`src/rtl/mem2_load_resp.sv`:
```
// MEM2-stage load response tracker: waits for the DCache read of the load in MEM2,
// aligns/extends its data, holds it until the instruction leaves, and discards late responses of flushed loads.
module mem2_load_resp #(
  parameter int DROP_W = 2
) (
  input  logic        clk,
  input  logic        rst,
  input  logic        MEM2_Wr,
  input  logic        MEM2_Flush,
  input  logic        MEM_LoadReq,
  input  logic [1:0]  MEM2_Addr,
  input  logic [1:0]  MEM2_LoadSize,
  input  logic        MEM2_LoadSign,
  input  logic        DCache_RValid,
  input  logic [31:0] DCache_RData,
  input  logic        WB_Wr,
  output logic [31:0] MEM2_LoadData,
  output logic        MEM2_LoadValid,
  output logic        MEM2_DCacheStall,
  output logic        MEM2_RespErr
);

  typedef enum logic [1:0] {IDLE, WAIT, HOLD} state_t;

  localparam logic [DROP_W-1:0] DROP_MAX = '1;

  state_t            state, state_nxt;
  logic [DROP_W-1:0] drop_cnt, drop_nxt;
  logic [31:0]       hold_data, aligned;
  logic              err, err_nxt;
  logic              capture, matched, drop_resp, drop_inc;
  logic [7:0]        byte_sel;
  logic [15:0]       half_sel;

  // Leaving MEM2 is signalled by MEM2_Wr/MEM2_Flush, so WB acceptance carries no information here.
  logic unused_wb;
  assign unused_wb = WB_Wr;

  always_comb begin
    byte_sel = DCache_RData[{MEM2_Addr, 3'b000} +: 8];
    half_sel = MEM2_Addr[1] ? DCache_RData[31:16] : DCache_RData[15:0];
    case (MEM2_LoadSize)
      2'd0:    aligned = {{24{MEM2_LoadSign & byte_sel[7]}}, byte_sel};
      2'd1:    aligned = {{16{MEM2_LoadSign & half_sel[15]}}, half_sel};
      default: aligned = DCache_RData;
    endcase
  end

  // Responses are in order: while drop_cnt is nonzero the head response belongs to a flushed load.
  assign matched   = DCache_RValid && (drop_cnt == '0) && (state == WAIT);
  assign drop_resp = DCache_RValid && (drop_cnt != '0);
  assign drop_inc  = MEM2_Flush && (state == WAIT) && !matched;

  always_comb begin
    state_nxt = state;
    drop_nxt  = drop_cnt;
    err_nxt   = err | (DCache_RValid && (drop_cnt == '0) && (state != WAIT));
    capture   = 1'b0;
    if (drop_inc && !drop_resp) begin
      if (drop_cnt == DROP_MAX) err_nxt = 1'b1;
      else                      drop_nxt = drop_cnt + 1'b1;
    end else if (drop_resp && !drop_inc) begin
      drop_nxt = drop_cnt - 1'b1;
    end
    if (MEM2_Flush) begin
      state_nxt = IDLE;
    end else if (MEM2_Wr) begin
      state_nxt = MEM_LoadReq ? WAIT : IDLE;
    end else if (matched) begin
      state_nxt = HOLD;
      capture   = 1'b1;
    end
  end

  always_ff @(posedge clk or negedge rst) begin
    if (!rst) begin
      state     <= IDLE;
      drop_cnt  <= '0;
      hold_data <= '0;
      err       <= 1'b0;
    end else begin
      state    <= state_nxt;
      drop_cnt <= drop_nxt;
      err      <= err_nxt;
      if (capture) hold_data <= aligned;
    end
  end

  // A response matched in a flush cycle is swallowed, so the flushed load never reports valid data.
  assign MEM2_LoadValid   = (state == HOLD) || (matched && !MEM2_Flush);
  assign MEM2_LoadData    = (state == HOLD) ? hold_data :
                            (matched && !MEM2_Flush) ? aligned : 32'd0;
  assign MEM2_DCacheStall = (state == WAIT) && !matched && !MEM2_Flush;
  assign MEM2_RespErr     = err;

endmodule
```
`config.mk`:
```
export PLATFORM = sky130hd
export DESIGN_NAME = mem2_load_resp
export DESIGN_NICKNAME = d
export VERILOG_FILES = /design/src/rtl/mem2_load_resp.sv
export SDC_FILE = /design/constraint.sdc
export NUM_CORES = 1
export LEC_CHECK = 0
export BUFFER_PORTS_ARGS = -buffer_cell sky130_fd_sc_hd__buf_2
export CAP_MARGIN = 20
export CORE_UTILIZATION = 30
export DETAILED_ROUTE_END_ITERATION = 8
export HOLD_SLACK_MARGIN = 0.05
export PLACE_DENSITY = 0.6
export SLEW_MARGIN = 40
export SYNTH_ARGS = -nofsm -noshare
export SYNTH_HDL_FRONTEND = slang
export SYNTH_SLANG_ARGS = --single-unit
```
`constraint.sdc`:
```
create_clock -name clk -period 3.36 [get_ports clk]
set_input_delay 0.672 -clock clk [delete_from_list [all_inputs] [get_ports clk]]
set_output_delay 0.672 -clock clk [all_outputs]
set_load 0.02 [all_outputs]
```
==> impl_metrics.json <==
{
  "cts_tree": "built",
  "p_seq_frac": 0.488,
  "grt-ovfl-total": 0,
  "routedWlPerCell_um": 17.1,
  "status": "finished clean",
  "core-area_um2": 8340,
  "finalHoldViolCount": 0,
  "setup_violations": 0,
  "synth_edf_count": 0,
  "combPwrFrac": 0.233,
  "met2_usage": 0.313,
  "grt_use_met3": 0.0319,
  "finalNonFillerCells": 491,
  "ys_async_sr_fraction": 1.00,
  "vias_per_cell": 5.41,
  "layout.nets": 430,
  "start_kind": "input pin",
  "cp.required_ns": 2.69,
  "ys.flop_type": "dfrtp_1",
  "slew_viol_final": 0,
  "syn_nets": 363,
  "finalCritPeriodShare": 0.884,
  "fp-row-count": 33,
  "die_area_um2": 9100,
  "place.gp.congestion": 0.811,
  "clock_skew_ns": 0.00398,
  "dr.pass1.iters": 4,
  "final_antenna_net_count": 0,
  "antenna_cells": 0,
  "rsz0062_at_grt": "no",
  "cap_viol_max_count": 0,
  "clock_latency_ns": 0.29,
  "min_period_ns": 2.97,
  "postCtsSetupBuffers": 0,
  "synthesis.area_um2": 2620,
  "ctsHoldBuffers": 0,
  "dr_total_vias": 2658,
  "worstPathCellList": "buf_2 -> or3b_1 -> nor2_4 -> o2111ai_2 -> buf_12 -> nand2_1 -> buf_2",
  "yosysWarnings": 0,
  "numCtsBuffers": 5,
  "critical_path.top_delay_family": "simple AND/OR/NAND/NOR gates",
  "ios": 79,
  "critPathMaxStageDelay_ns": 0.50,
  "dp_hpwl_um": 6000,
  "drive_above_1_share": 0.308,
  "internal-power_mw": 0.805,
  "ys_types": 43,
  "global_route.usage.met1": 0.270,
  "die_width_um": 95.4,
  "grt.busiest_layer": "met2",
  "critPathSlowestCell": "or3b_1",
  "drt-total-wl_um": 8420,
  "end_kind": "output pin",
  "power_switching_mw": 0.365,
  "grt_use_total": 0.194,
  "io_buffers": 77,
  "leakagePower_nw": 1.50,
  "initial_core_util": 0.314,
  "clock.fmax_mhz": 337,
  "syn_inst": 319,
  "r2r_slack_ns": 1.38,
  "yosysSeqAreaShare": 0.354,
  "utilization": 0.381,
  "clkPwrFrac": 0.279,
  "placed_cells": 484,
  "ctsLongestPathBuffers": 2,
  "path_common_cell": "buf_2",
  "critPathBufInv": 3,
  "drt_iter0_drc": 170,
  "htree_levels": 2,
  "drc": 0,
  "postSynthAreaPerCell_um2": 8.20,
  "area_growth_pct": 21.4,
  "crit_fanout": 32,
  "p_per_area_nw_per_um2": 368,
  "grt_max_degree": 38,
  "hold_class": "in2async",
  "relSlewSlack": 0.615,
  "crit_type": "in2out",
  "finalInstanceArea_um2": 3180,
  "clock-sinks": 37,
  "root_buffer": "clkbuf_8",
  "ys_seq_elements": 37,
  "fp.dieH_um": 95.4,
  "grt_pass1_vias": 2562,
  "antenna_found_initial": 0,
  "clk_pin_slew_ns": 0.08,
  "dpl_cell_area_um2": 3090,
  "p_sw_frac": 0.312,
  "ir_drop_mv": 0.156,
  "cts_resized": 0,
  "tightest_slew_ns": 0.577,
  "worst_ep_arrival_time_ns": 2.30,
  "p_total_mw": 1.17,
  "fin_setup_tns_ns": 0,
  "grt_pass1_wl_um": 13300
}
-- Yosys cell counts (8+ instances only) --
master | count | area, um^2
o21ai_2 | 8 | 70.1
nand2_1 | 72 | 270
mux2i_1 | 9 | 90.1
nor2_1 | 10 | 37.5
a22oi_1 | 24 | 180
o211ai_1 | 17 | 128
dfrtp_1 | 37 | 926
nand3_1 | 18 | 90.1
clkbuf_1 | 17 | 63.8
a21oi_1 | 8 | 40.0
nor2b_1 | 19 | 119
o21ai_0 | 18 | 90.1
-- final cells by class --
type	count	area [um^2]
clock buffers	7	86.3
fillers	892	5160
inverters	2	7.51
multi-input cells	251	1540
flip-flops and latches	37	926
well taps	105	131
repair buffers	89	490
-- power by group through the flow --
stage	clock network [mW]	registers [mW]	logic, mW
finish	0.327	0.571	0.273
global route	0.354	0.583	0.302
CTS	0.332	0.571	0.274
detailed placement	0	0.581	0.273
global placement	0	0.576	0.264
floorplan	0	0.568	0.180
-- final timing paths --
| kind | cells past startpoint | startpoint | endpoint |
|---|---|---|---|
| worst max-delay path | 7 | DCache_RValid | MEM2_LoadData[30] |
| worst max register to register | 5 | drop_cnt[0]$_DFFE_PN0P_ | hold_data[17]$_DFFE_PN0P_ |
| worst min-delay path | 1 | rst | hold_data[10]$_DFFE_PN0P_ |
| min in group clk | 2 | hold_data[5]$_DFFE_PN0P_ | hold_data[5]$_DFFE_PN0P_ |
| max in group asynchronous | 1 | rst | hold_data[19]$_DFFE_PN0P_ |
| worst min register to register | 2 | hold_data[5]$_DFFE_PN0P_ | hold_data[5]$_DFFE_PN0P_ |
-- through the flow --
stage,worst slack (ns),hold WS (ns)
2_1_floorplan,0.580,0.376
5_1_grt,0.285,0.377
3_3_place_gp,0.414,0.459
4_1_cts,0.384,0.372
3_5_place_dp,0.386,0.466
6_report,0.389,0.343
-- cell usage in the layout, fill, tap and decap left out, types with 3 or more instances in the layout --
cell,n
a221oi_1,7
o21ai_2,8
buf_4,12
a22oi_1,24
dfrtp_1,37
o21ai_0,18
mux2_2,3
mux2i_1,9
nor2_1,10
nor2b_1,18
o211ai_1,17
nand3_1,18
clkbuf_8,6
a21oi_1,8
nor3b_1,3
buf_2,76
o22ai_1,4
nand2_1,72
-- flip-flops by register name, summed over array words and instances (netlist names) --
register and count:
state 2, drop_cnt 2, MEM2_RespErr 1, hold_data 32
-- cell families (layout without fill, tap and decap cells) --
kind of cell | count (synthesis) | count (layout) | share of synthesized area
AOI/OAI and AO/OA | 99 | 99 | 0.279
DFF | 37 | 37 | 0.354
buffers and inverters | 31 | 98 | 0.0622
muxes | 12 | 12 | 0.0473
and+or+nand+nor | 140 | 140 | 0.258
-- layer usage --
layer | wire [um] | part of all wire | up-vias
met5 | 0 | 0 | -
met4 | 93 | 0.011 | 0
met3 | 541 | 0.064 | 10
met2 | 3930 | 0.47 | 90
met1 | 3850 | 0.46 | 1268
li1 | - | - | 1290
Power figures use the tool's default switching activity.
